File: src/rtl/ps2_keystate_receiver.sv
// PS/2 keyboard receiver with key-state tracking.
// Synchronizes the keyboard clock/data pins, deframes 11-bit PS/2 frames
// (start, 8 data LSB first, odd parity, stop), and maintains a 128-bit
// key-down bitmap driven by make / F0-break / E0-extended scan code bytes.
module ps2_keystate_receiver #(
  parameter int TIMEOUT_CYCLES = 50000
) (
  input  logic        CLOCK_50,
  input  logic        RESET,
  input  logic        PS2_KBCLK,
  input  logic        PS2_KBDAT,
  output logic [63:0] REG0,
  output logic [63:0] REG1,
  output logic [7:0]  SCAN_CODE,
  output logic        SCAN_VALID,
  output logic        FRAME_ERR
);

  localparam int TW = (TIMEOUT_CYCLES < 2) ? 1 : $clog2(TIMEOUT_CYCLES + 1);
  localparam logic [TW-1:0] TIMEOUT_MAX = TW'(TIMEOUT_CYCLES);

  localparam logic [1:0] S_IDLE   = 2'd0;
  localparam logic [1:0] S_DATA   = 2'd1;
  localparam logic [1:0] S_PARITY = 2'd2;
  localparam logic [1:0] S_STOP   = 2'd3;

  logic [1:0]    r_clkSync;
  logic [1:0]    r_datSync;
  logic          r_clkPrev;
  logic [1:0]    r_state;
  logic [7:0]    r_shift;
  logic [2:0]    r_bitCnt;
  logic          r_parityOk;
  logic [TW-1:0] r_toCnt;
  logic [7:0]    r_scanCode;
  logic          r_scanValid;
  logic          r_frameErr;
  logic          r_breakFlag;
  logic          r_extFlag;
  logic [127:0]  r_keys;

  logic w_fall;
  logic w_dat;
  logic w_timeout;
  logic w_isBreak;
  logic w_isExt;

  // A falling keyboard clock is the only moment the data line is looked at.
  assign w_fall    = r_clkPrev & ~r_clkSync[1];
  assign w_dat     = r_datSync[1];
  assign w_timeout = (r_state != S_IDLE) && (r_toCnt == TIMEOUT_MAX);
  assign w_isBreak = (r_scanCode == 8'hF0);
  assign w_isExt   = (r_scanCode == 8'hE0);

  assign REG0       = r_keys[63:0];
  assign REG1       = r_keys[127:64];
  assign SCAN_CODE  = r_scanCode;
  assign SCAN_VALID = r_scanValid;
  assign FRAME_ERR  = r_frameErr;

  // Two-stage synchronizers on both pins plus an edge register on the clock; idle bus reads as 1.
  always_ff @(posedge CLOCK_50) begin
    if (RESET) begin
      r_clkSync <= 2'b11;
      r_datSync <= 2'b11;
      r_clkPrev <= 1'b1;
    end else begin
      r_clkSync <= {r_clkSync[0], PS2_KBCLK};
      r_datSync <= {r_datSync[0], PS2_KBDAT};
      r_clkPrev <= r_clkSync[1];
    end
  end

  // Mid-frame idle timer: cleared by each keyboard clock edge, saturates at the limit.
  always_ff @(posedge CLOCK_50) begin
    if (RESET) begin
      r_toCnt <= '0;
    end else if (w_fall) begin
      r_toCnt <= '0;
    end else if ((r_state != S_IDLE) && (r_toCnt != TIMEOUT_MAX)) begin
      r_toCnt <= r_toCnt + TW'(1);
    end
  end

  // Frame state machine: deframes bits, checks odd parity and stop, emits byte or error pulse.
  always_ff @(posedge CLOCK_50) begin
    if (RESET) begin
      r_state     <= S_IDLE;
      r_shift     <= 8'h00;
      r_bitCnt    <= 3'd0;
      r_parityOk  <= 1'b0;
      r_scanCode  <= 8'h00;
      r_scanValid <= 1'b0;
      r_frameErr  <= 1'b0;
    end else begin
      r_scanValid <= 1'b0;
      r_frameErr  <= 1'b0;
      if (w_timeout) begin
        r_state    <= S_IDLE;
        r_shift    <= 8'h00;
        r_bitCnt   <= 3'd0;
        r_frameErr <= 1'b1;
      end else if (w_fall) begin
        case (r_state)
          S_IDLE: begin
            if (!w_dat) begin
              r_state  <= S_DATA;
              r_bitCnt <= 3'd0;
            end
          end
          S_DATA: begin
            r_shift  <= {w_dat, r_shift[7:1]};
            r_bitCnt <= r_bitCnt + 3'd1;
            if (r_bitCnt == 3'd7) begin
              r_state <= S_PARITY;
            end
          end
          S_PARITY: begin
            r_parityOk <= ^{w_dat, r_shift};
            r_state    <= S_STOP;
          end
          S_STOP: begin
            if (w_dat && r_parityOk) begin
              r_scanCode  <= r_shift;
              r_scanValid <= 1'b1;
            end else begin
              r_frameErr <= 1'b1;
            end
            r_state <= S_IDLE;
          end
          default: begin
            r_state <= S_IDLE;
          end
        endcase
      end
    end
  end

  // Scan code decoder: prefixes accumulate in flags, plain codes update the bitmap and clear them.
  always_ff @(posedge CLOCK_50) begin
    if (RESET) begin
      r_keys      <= '0;
      r_breakFlag <= 1'b0;
      r_extFlag   <= 1'b0;
    end else if (r_frameErr) begin
      r_breakFlag <= 1'b0;
      r_extFlag   <= 1'b0;
    end else if (r_scanValid) begin
      if (w_isBreak || w_isExt) begin
        r_breakFlag <= r_breakFlag | w_isBreak;
        r_extFlag   <= r_extFlag | w_isExt;
      end else begin
        if (!r_scanCode[7]) begin
          r_keys[r_scanCode[6:0]] <= ~r_breakFlag;
        end
        r_breakFlag <= 1'b0;
        r_extFlag   <= 1'b0;
      end
    end
  end

endmodule

File: config.mk
export PLATFORM = sky130hd
export DESIGN_NAME = ps2_keystate_receiver
export DESIGN_NICKNAME = d
export VERILOG_FILES = /design/src/rtl/ps2_keystate_receiver.sv
export SDC_FILE = /design/constraint.sdc
export NUM_CORES = 1
export LEC_CHECK = 0
export CAP_MARGIN = 20
export CELL_PAD_IN_SITES_DETAIL_PLACEMENT = 0
export CELL_PAD_IN_SITES_GLOBAL_PLACEMENT = 1
export CORE_UTILIZATION = 25
export DETAILED_ROUTE_END_ITERATION = 10
export GPL_ROUTABILITY_DRIVEN = 0
export GPL_TIMING_DRIVEN = 0
export PLACE_DENSITY = 0.62
export SKIP_LAST_GASP = 1
export SYNTH_ARGS = -nofsm -noshare
export SYNTH_HDL_FRONTEND = slang
export SYNTH_SLANG_ARGS = --single-unit
File: constraint.sdc
create_clock -name CLOCK_50 -period 5.05 [get_ports CLOCK_50]
set_clock_uncertainty 0.05 [all_clocks]
set_input_delay 0.505 -clock CLOCK_50 [delete_from_list [all_inputs] [get_ports CLOCK_50]]
set_output_delay 0.505 -clock CLOCK_50 [all_outputs]
set_load 0.01 [all_outputs]
Word-level counts from Yosys, hierarchy flattened
Index checks and enable logic that the tools add are counted.

storage, ports and cells
  flip-flop bits (word level) = 174
  output and inout port bits = 138

cells by class
  add/sub/neg operators = 2
  order comparisons = 2
  eq/ne operators = 10
  mux-type cells = 14
  bitwise logic cells = 10
  reduce and logical (&&, ||, !) cells = 19

operators with widths
  kind                     number
  $bwmux W128              1
  $add A16 B1 Y16 const B  1
  $eq A16 B16 Y1 const B   1
  $eq A8 B8 Y1 const B     2
  $ne A16 B16 Y1 const B   1
  $reduce_and A3 Y1        3
  $reduce_xor A9 Y1        1
  $lt A7 B8 Y1 const B     1
  $not A1 Y1               8
  $pmux W2 S4              1
  $reduce_and A4 Y1        2
  $demux W1 S7             1
  $ge A7 B1 Y1 const B     1
  $mux W1                  7
  $pmux W3 S2              1
  $reduce_or A2 Y1         3
  $eq A2 B2 Y1 const B     2
  $logic_and A1 B1 Y1      4
  $mux W2                  2
  $ne A2 B2 Y1 const B     2
  $reduce_bool A2 Y1       2
  $reduce_or A4 Y1         1
  $add A3 B1 Y3 const B    1
  $eq A3 B3 Y1 const B     1
  7 further kinds          7

Logic depth before layout (Yosys ltp)
Gate-level depths: netlist (run 1).

  depth after elaboration = 5
  depth in mapped cells = 7
  gate-level depth less buffers = 6

Worst setup path before layout (run 1)
OpenSTA, ideal clock, no wires.

  path kind = register to register
  start point = reg r_scanCode[7], in the netlist SCAN_CODE[7]
  end point = reg r_keys[32]
  arrival time = 1.912 ns
  slack = 3.017 ns
  stages on the path, launching flop included = 7
  path buffers = 2
  period minus slack after synthesis = 2.033 ns
  path through = dfxtp_1 -> or4b_1 -> buf_2 -> or3_4 -> buf_6 -> or3_1 -> a21oi_1

on the way
  word-level cells in the longest chain between the ends = 4
  elaborated cells between the ends (all ways) = 6
  those cells by class = 2 x eq/ne; 2 x bitwise; 2 x reduce/logical

RTL lines
  item                                    line    text
  from (decl)                             35      logic [7:0] r_scanCode;
  from (signal assigned)                  124     r_scanCode <= r_shift;
  $eq A8 B8 Y1, on equally long branches  52, 53
  $logic_or A1 B1 Y1                      149     if (w_isBreak || w_isExt) begin
  $not A1 Y1 (no line)                    -
  $reduce_and A4 Y1 (no line) (*)         -
  to (signal, indexed assignment)         154     r_keys[r_scanCode[6:0]] <= ~r_breakFlag;
  to (decl)                               40      logic [127:0] r_keys;

Every way passes the cells marked *; elsewhere a longest branch is shown, timed or not.
A chain may end at the register's enable or synchronous reset.

Final worst setup path (run 1)
  start point = reg r_scanCode[4], in the netlist SCAN_CODE[4]
  end point = reg r_keys[119]

on the way
  word-level cells in the longest chain between the ends = 5
  elaborated cells between the ends (all ways) = 11
  those cells by class = 2 x order compare; 2 x eq/ne; 3 x mux; 1 x bitwise; 3 x reduce/logical

RTL lines
  item                                                                line
  $lt A7 B8 Y1 (not written as such) or $ge A7 B1 Y1 (tied branches)  154
  $logic_and A1 B1 Y1 (not written as such)                           154
  $mux W1 (not written as such)                                       154
  $demux W1 S7                                                        154
  $bwmux W128                                                         154

Several ways; a longest one is shown, not always the timed one.

==> out/qor.yml, run 1 <==
finish:
  mostFrequentLayoutCells: "174 x dfxtp_1, 147 x a21oi_1, 141 x clkdlybuf4s50_1"
  seq_area_sq_mm: 0.00348
  final_common_cell: "dfxtp_1"
  nets: 994
  fill_cells: 2916
  antennaDiodeCount: 0
  drive_above_1_share: 0.0493
  multi_input_area_sq_mm: 0.00334
  area_growth_pct: 35.3
floorplan:
  die_x_um: 171
  start_util: 0.256
  ios: 142
  core.rowCount: 61
  coreArea_sq_mm: 0.0280
  die_h_um: 171
  die_area_sq_mm: 0.0293
pwr:
  p_per_area_mw_per_mm2: 296
  p_clk_frac: 0.506
  internal_power_mw: 2.19
  power_leakage_nw: 3.00
  comb_power_share: 0.014
  swShare: 0.236
  peakVddDrop_uv: 149
  p_seq_frac: 0.479
  p_switching_uw: 676
sta:
  tightest_slew_ns: 1.01
  drv_slew: 0
  relSlewSlack: 0.324
  min_period_ns: 2.65
  rsz0062_at_grt: "no"
  fmax_ghz: 0.377
  tns_ns: 0
  setup_ws_ns: 2.40
  setup_violations: 0
  post-route-period-util: 0.525
  finalHoldViolCount: 0
global_route:
  grt_pass1_wl_mm: 38.4
  grt-ovfl-total: 0
  grt_max_degree: 19
  first_global_vias: 6261
  track_usage: 0.174
  antenna_found_initial: 0
detailed_routing:
  vias: 6749
  via_per_inst: 4.92
  drcViolationCount: 0
  drtPass1Iterations: 5
  routedWlPerCell_um: 18.4
  drt-initial-drc-count: 679
  drt_wl_total_mm: 25.3
  ant_nets: 0
yosys:
  synth-seq-cells: 174
  syn_nets: 833
  async_flop_share: 0
  syn_area_per_cell_sq_um: 8.74
  synth_edf_count: 0
  ys_warn_count: 0
  synth_cells: 820
  syn-cell-area_sq_mm: 0.00717
  ys_types: 45
  yosysSeqAreaShare: 0.486
  synth_ff_type: "dfxtp_1"
place:
  dp_hpwl_mm: 17.4
  port_buffers: 141
  place_ws_ns: 2.43
cts:
  cts_setup_buffers: 0
  h-tree-depth: 4
  ctsHoldBuffers: 0
  cts_tree: "done"
  cts-root-buf: "clkbuf_16"
  worstSkewPairLatency_ns: 0.44
  cts.sinks: 174
  cts_resized: 0
  clk_pin_slew_worst_paths_ns: 0.07
  clk_path_buf_depth: 2
  numCtsBuffers: 17
status:
  status: "completed"
setup_path:
  cp.arrival_ns: 2.95
  critical_path.max_fanout: 10
  end_kind: "register"
  required_ns: 5.35
  start_kind: "register"
  critical_path_class: "reg2reg"
hold_path:
  holdCritPathClass: "reg2reg"
job:
  drv_cap: 0
==> sequential cells by signal, summed over array words and instances, names as in the netlist <==
| register | cells |
|---|---|
| r_state | 2 |
| r_breakFlag | 1 |
| r_keys | 128 |
| r_bitCnt | 3 |
| r_toCnt | 16 |
| r_parityOk | 1 |
| SCAN_CODE | 8 |
| FRAME_ERR | 1 |
| r_clkPrev | 1 |
| r_datSync | 2 |
| r_clkSync | 2 |
| SCAN_VALID | 1 |
| r_shift | 8 |
==> worst paths after layout <==
| kind | start | endpoint | slack [ns] | depth (start not counted) |
|---|---|---|---|---|
| hold reg to reg | r_datSync[0] | r_datSync[1] | 0.36 | 1 |
| hold / removal | r_datSync[0] | r_datSync[1] | 0.36 | 1 |
| setup / recovery | SCAN_CODE[4] | r_keys[119] | 2.40 | 7 |
| setup reg to reg | SCAN_CODE[4] | r_keys[119] | 2.40 | 7 |
==> critical path: stages, from the launching register on <==
cell,delay [ns]
dfxtp_1,0.42
clkbuf_1,0.42
nor2b_1,0.53
and3_1,0.24
clkbuf_1,0.26
buf_2,0.28
a21oi_1,0.09
a311oi_1,0.28
==> per-stage QoR <==
stage	total power, mW	utilization	cell area, sq um	hold WS, ns	instances
3_5_place_dp	1.45	0.323	9050	0.349	1339
3_3_place_gp	1.45	0.323	9050	0.343	1339
4_1_cts	2.89	0.346	9690	0.366	1371
5_1_grt	2.96	0.346	9690	0.383	1372
2_1_floorplan	1.43	-	7170	0.339	820
6_report	2.87	0.346	9690	0.362	1372
==> power by group through the flow <==
stage | Clock (mW) | Sequential, mW | Combinational, mW
2_1_floorplan | 0 | 1.41 | 0.0250
3_3_place_gp | 0 | 1.41 | 0.0407
3_5_place_dp | 0 | 1.41 | 0.0405
4_1_cts | 1.48 | 1.37 | 0.0406
5_1_grt | 1.54 | 1.37 | 0.0447
6_report | 1.45 | 1.37 | 0.0403
==> routing by layer <==
layer / track usage / up-vias / part of all wire
met2: 0.265 / 172 / 0.44
met3: 0.0322 / 17 / 0.047
met1: 0.249 / 3221 / 0.50
met4: 0.0454 / 0 / 0.012
met5: 0 / - / 0
li1: - / 3339 / -
==> cell type report <==
type / count / share of cell area
Buffer: 78 / 0.0316
Multi-Input combinational cell: 558 / 0.344
Sequential cell: 174 / 0.359
Timing Repair Buffer: 142 / 0.146
Clock buffer: 17 / 0.0439
Inverter: 10 / 0.00387
Clock inverter: 15 / 0.0221
Tap cell: 378 / 0.0488
==> synthesized netlist by cell type, types with 2 or more instances <==
cell type	count	area (sq um)
nand2_1	20	75.1
mux2i_1	9	90.1
and2_1	2	12.5
ha_1	9	113
or4_1	6	45.0
xnor2_1	9	78.8
xnor3_1	2	45.0
o31ai_1	3	22.5
or4b_1	2	20.0
nand2b_1	5	31.3
nor2b_1	5	31.3
a32oi_1	2	17.5
nand4b_1	3	26.3
o21ai_0	105	526
and4_1	3	26.3
or3_1	97	607
inv_1	10	37.5
buf_1	2	7.51
nand4_1	4	25.0
nand3b_1	2	15.0
a311oi_1	35	307
and3_1	5	31.3
xor2_1	2	17.5
buf_2	5	25.0
or2_1	4	25.0
a21oi_1	147	736
nor3_1	6	30.0
clkbuf_1	70	263
nor4_1	5	31.3
nor2_1	28	105
nand3_1	19	95.1
or2_2	8	50.1
dfxtp_1	174	3480
==> logic make-up after synthesis <==
group	count (synthesis)	synth area share
adder cells (fa/ha/maj)	9	0.0157
buffers and inverters	88	0.0480
XOR/XNOR	13	0.0197
flip-flops	174	0.486
multiplexers	9	0.0126
AO/OA/AOI/OAI	298	0.231
AND/OR/NAND/NOR	229	0.186
No activity file was read; power rests on OpenSTA's default activity.
==> run 2: changes to the inputs <==
- PLACE_DENSITY: 0.62 -> 0.64
- clock period: 5.05 -> 2.2 ns (I/O delays scaled with it)
==> out/qor.yml, run 2 (synthesis results as in run 1) <==
status:
  status: "completed"
pwr:
  p_clk_frac: 0.486  # -0.020
  p_seq_frac: 0.499  # +0.020
  p_per_area_mw_per_mm2: 640  # +120%
  comb_power_share: 0.015  # about the same
  internal_power_mw: 4.81  # +120%
  swShare: 0.238  # +0.00230
  peakVddDrop_uv: 316  # +110%
  p_switching_mw: 1.50  # +120%
  power_leakage_nw: 3.10  # +3.5%
finish:
  mostFrequentLayoutCells: "170 x dfxtp_1, 143 x a21oi_1, 141 x clkdlybuf4s50_1"
  nets: 997  # +0.30%
  regMostFlops: "r_keys"
  final_cells: 1375  # +0.22%
  area_growth_pct: 37.7
  seq_area_sq_mm: 0.00349  # +0.29%
  final_common_cell: "dfxtp_1"
  top_regs: "r_keys: 128 flops, r_toCnt: 16 flops"
  multi_input_area_sq_mm: 0.00343  # +2.8%
  largest_reg_flops: 128  # unchanged
  drive_above_1_share: 0.101  # +0.0520
  antennaDiodeCount: 0  # unchanged
  fill_cells: 2957  # +1.4%
global_route:
  track_usage: 0.173  # -0.000988
  grt_pass1_wl_mm: 38.2  # -0.34%
  first_global_vias: 6348  # +1.4%
  antenna_found_initial: 0  # unchanged
  grt_max_degree: 18  # -1
  grt-ovfl-total: 0  # unchanged
setup_path:
  cp_common_cell: "or3_4"
  worst_path_max_delay_cell: "or4b_4"
  worstPathCellList: "or4b_4 -> or3_4 -> buf_12 -> or3_4 -> a21oi_2"
  cp.arrival_ns: 2.46  # -0.49 ns
  end_kind: "register"
  required_ns: 2.52  # -2.83 ns
  start_kind: "register"
  slowest_delay_ns: 0.57  # +0.04 ns
  worstRegToRegCells: 5  # -2
  critical_path_class: "reg2reg"
  critical_path.max_fanout: 7  # -3
floorplan:
  start_util: 0.256  # unchanged
  die_h_um: 171  # unchanged
  coreArea_sq_mm: 0.0280  # unchanged
  die_area_sq_mm: 0.0293  # unchanged
  die_x_um: 171  # unchanged
  ios: 142  # unchanged
  core.rowCount: 61  # unchanged
cts:
  clk_pin_slew_worst_paths_ns: 0.07  # about the same
  cts.sinks: 174  # unchanged
  h-tree-depth: 4  # unchanged
  clk_path_buf_depth: 2  # unchanged
  cts_tree: "done"
  cts-root-buf: "clkbuf_16"
  numCtsBuffers: 17  # unchanged
  worstSkewPairLatency_ns: 0.44  # about the same
detailed_routing:
  vias: 6833  # +1.2%
  routedWlPerCell_um: 18.5  # +0.26%
  drcViolationCount: 0  # unchanged
  ant_nets: 0  # unchanged
  via_per_inst: 4.97  # +1.0%
  drt-initial-drc-count: 468  # -31%
  drt_wl_total_mm: 25.4  # +0.47%
  drtPass1Iterations: 6  # +1
sta:
  tightest_slew_ns: 0.746  # -0.260 ns
  setup_violations: 0  # unchanged
  setup_ws_ns: 0.0574  # -2.34 ns
  min_period_ns: 2.14  # -0.510 ns
  drv_slew: 0  # unchanged
  fmax_ghz: 0.467  # +24%
  post-route-period-util: 0.974  # +0.449
  finalHoldViolCount: 0  # unchanged
  rsz0062_at_grt: "yes"
  tns_ns: 0  # unchanged
  relSlewSlack: 0.501  # +0.177
hold_path:
  min_path_cells: 2  # +1
  holdCritPathClass: "in2reg"
job:
  drv_cap: 0  # unchanged
place:
  port_buffers: 141  # unchanged
  dp_hpwl_mm: 17.4  # +0.15%
  place_ws_ns: -0.263  # -2.69 ns
  dp_cells: 1339  # unchanged
-- run 2: changes by cell type in the layout (fill, tap and decap cells not counted), sizes merged --
cell / before / now
clkbuf: 87 / 82
bufinv: 3 / 1
buf: 9 / 18
clkinv: 3 / 4
-- run 2: worst paths after layout --
kind / start / end / slack [ns]
worst max-delay path: SCAN_CODE[2] / r_keys[48] / 0.06
worst min-delay path: PS2_KBDAT / r_datSync[0] / 0.30
worst max register to register: SCAN_CODE[2] / r_keys[48] / 0.06
worst min register to register: r_clkSync[0] / r_clkSync[1] / 0.36
-- run 2: cell type report --
cell class              instances  share of cell area
clock inverters                14              0.0148
repair buffers                150               0.152
plain buffers                  73              0.0352
clock buffers                  18              0.0445
well taps                     378              0.0479
flip-flops and latches        174               0.354
multi-input cells             558               0.348
inverters                      10             0.00380
-- run 2: timing repair --
action	CTS	global route
gates resized for setup	36	39
pin swaps	11	4
setup endpoints to repair	110	127
hold endpoints to repair	0	0
hold buffers	0	0
buffers inserted	7	1
gates cloned	1	0
-- run 2: metrics by stage --
stage	hold slack (ns)	util	area (sq um)	power [mW]
after floorplan	0.274	-	7170	3.28
after global placement	0.345	0.323	9050	3.32
after detailed placement	0.347	0.323	9050	3.32
after CTS	0.285	0.350	9800	6.37
after global routing	0.318	0.352	9870	6.53
final	0.300	0.352	9870	6.31
-- run 2: worst max-delay path: cells and delay by family (launching register included) --
| kind | cells | cell delay, ns |
|---|---|---|
| buffers and inverters | 1 | 0.17 |
| flip-flops | 1 | 0.35 |
| AO/OA/AOI/OAI | 1 | 0.12 |
| AND/OR/NAND/NOR | 3 | 1.38 |
-- run 2: layer usage --
layer,global-route usage,up-vias,wire [um]
met5,0,-,0
met4,0.0396,0,231
met3,0.0354,15,1470
met2,0.282,201,11800
met1,0.234,3274,11900
li1,-,3343,-
-- run 2: power by group through the flow --
stage / Sequential (mW) / Clock, mW / Combinational, mW
after floorplan: 3.23 / 0 / 0.0573
after global placement: 3.23 / 0 / 0.0943
after detailed placement: 3.23 / 0 / 0.0940
after CTS: 3.15 / 3.12 / 0.0961
after global routing: 3.15 / 3.28 / 0.104
final: 3.15 / 3.06 / 0.0958
==> run 3: changes to the inputs <==
- PLACE_DENSITY: 0.64 -> 0.62
- SKIP_CTS_REPAIR_TIMING: not set -> 1
- clock period: 2.2 -> 2.51 ns (I/O delays scaled with it)
==> out/qor.yml, run 3 (synthesis results as in run 1) <==
place:
  port_buffers: 141  # unchanged
  placed_cell_area_sq_mm: 0.00905  # unchanged
  dp_cells: 1339  # unchanged
  dp_hpwl_mm: 17.4  # -0.15%
setup_path:
  critical_path.max_fanout: 10  # +3
  r2r_slack_ns: 0.14  # +0.08 ns
  end_kind: "register"
  slowest_delay_ns: 0.39  # -0.18 ns
  worstReg2RegStart: "SCAN_CODE[3]"
  cp.arrival_ns: 2.67  # +0.21 ns
  start_kind: "register"
  worstPathCellList: "buf_2 -> nor2b_2 -> and3_1 -> clkbuf_1 -> clkbuf_2 -> a21oi_1 -> a311oi_1"
  worst_path_max_delay_cell: "dfxtp_1"
  worstRegToRegCells: 7  # +2
  worst_r2r_endpoint: "r_keys[111]"
  required_ns: 2.81  # +0.29 ns
  critical_path_class: "reg2reg"
detailed_routing:
  drt_wl_total_mm: 25.3  # -0.43%
  drt-initial-drc-count: 621  # +33%
  via_per_inst: 4.96  # -0.28%
  wl_met3_mm: 1.33  # -9.9%
  ant_nets: 0  # unchanged
  wl_met2_mm: 11.1  # -5.9%
  drcViolationCount: 0  # unchanged
  top_layer: "met4"
  drtPass1Iterations: 4  # -2
  routedWlPerCell_um: 18.5  # -0.14%
  vias: 6794  # -0.57%
  wl_met1_mm: 12.6  # +5.6%
finish:
  drive_above_1_share: 0.0554  # -0.0459
  antennaDiodeCount: 0  # unchanged
  nets: 993  # -0.40%
  mostFrequentLayoutCells: "174 x dfxtp_1, 147 x a21oi_1, 141 x clkdlybuf4s50_1"
  fill_cells: 2915  # -1.4%
  final_common_cell: "dfxtp_1"
  final_cells: 1371  # -0.29%
  area_growth_pct: 35.4
  fin_area_sq_mm: 0.00970  # -1.7%
  regMostFlops: "r_keys"
  top_regs: "r_keys: 128 flops, r_toCnt: 16 flops"
  largest_reg_flops: 128  # unchanged
pwr:
  p_per_area_mw_per_mm2: 595  # -7.0%
  power_leakage_nw: 3.01  # -3.1%
  peakVddDrop_uv: 300  # -5.1%
sta:
  finalHoldViolCount: 0  # unchanged
  rsz0062_at_grt: "yes"
  fmax_ghz: 0.422  # -9.7%
  tns_ns: 0  # unchanged
  relSlewSlack: 0.358  # -0.143
  tightest_slew_ns: 0.955  # +0.210 ns
  setup_violations: 0  # unchanged
  min_period_ns: 2.37  # +0.230 ns
  post-route-period-util: 0.945  # -0.0288
  drv_slew: 0  # unchanged
status:
  status: "completed"
global_route:
  grt-ovfl-total: 0  # unchanged
  track_usage: 0.174  # +0.000988
  grt_max_degree: 19  # +1
  antenna_found_initial: 0  # unchanged
  first_global_vias: 6261  # -1.4%
  grt_pass1_wl_mm: 38.4  # +0.35%
hold_path:
  holdCritPathClass: "in2reg"
  min_to: "r_datSync[0]"
  min_path_cells: 2  # unchanged
  hold_start: "PS2_KBDAT"
job:
  drv_cap: 0  # unchanged
floorplan:
  core.rowCount: 61  # unchanged
  start_util: 0.256  # unchanged
  die_h_um: 171  # unchanged
  die_x_um: 171  # unchanged
  coreArea_sq_mm: 0.0280  # unchanged
  die_area_sq_mm: 0.0293  # unchanged
  ios: 142  # unchanged
cts:
  h-tree-depth: 4  # unchanged
  numCtsBuffers: 17  # unchanged
  cts_tree: "done"
  worstSkewPairLatency_ns: 0.44  # about the same
  cts-root-buf: "clkbuf_16"
  clk_path_buf_depth: 2  # unchanged
  cts.sinks: 174  # unchanged
  clk_pin_slew_worst_paths_ns: 0.08  # about the same
-- run 3: cell types whose count changed in the layout (fill, tap and decap cells not counted), moves of 4 or more --
cell / delta
buf_4: -9
clkbuf_2: -9
clkbuf_1: +19
a21oi_2: -4
a21oi_1: +4
dfxtp_1: +4
-- run 3: critical path: cells and delay by family, from the launching register on --
family                 cells  cell delay, ns
flip-flops                 1            0.39
buffers and inverters      3            0.85
AO/OA/AOI/OAI              2            0.41
AND/OR/NAND/NOR            2            0.58
-- run 3: how the worst max path moves through the flow --
stage | from | to | depth (start not counted)
after CTS | SCAN_CODE[4] | r_keys[118] | 7
after detailed placement | SCAN_CODE[3] | r_keys[111] | 7
final | SCAN_CODE[3] | r_keys[111] | 7
after global placement | SCAN_CODE[4] | r_keys[118] | 7
after global routing | SCAN_CODE[4] | r_keys[119] | 7
after floorplan | SCAN_CODE[7] | r_keys[32] | 6
-- run 3: metrics by stage --
step                total power, mW   util  setup WS [ns]  hold WS (ns)
floorplan                      2.88      -          0.477         0.305
global placement               2.91  0.323         -0.120         0.343
detailed placement             2.91  0.323         -0.115         0.349
CTS                            5.81  0.346         -0.149         0.323
global route                   5.95  0.346        -0.0796         0.335
finish                         5.77  0.346          0.138         0.328
-- run 3: layout make-up --
class | count | area [sq um] | area share
Clock inverter | 15 | 214 | 0.0221
Tap cell | 378 | 473 | 0.0488
Sequential cell | 174 | 3480 | 0.359
Clock buffer | 17 | 425 | 0.0439
Buffer | 77 | 308 | 0.0317
Timing Repair Buffer | 142 | 1420 | 0.146
Inverter | 10 | 37.5 | 0.00387
Multi-Input combinational cell | 558 | 3340 | 0.345
-- run 3: where the power goes --
part	internal [mW]	switching, mW	total [mW]	leakage (nW)
combinational	0.0192	0.0624	0.0815	1.29
clock	1.62	1.30	2.92	0.311
sequential	2.76	0.00254	2.76	1.40
total	4.40	1.36	5.77	3.01
-- run 3: layer usage --
metal / vias up / track usage
met5: - / 0
met4: 0 / 0.0454
met3: 17 / 0.0322
met2: 194 / 0.265
met1: 3258 / 0.249
li1: 3325 / -
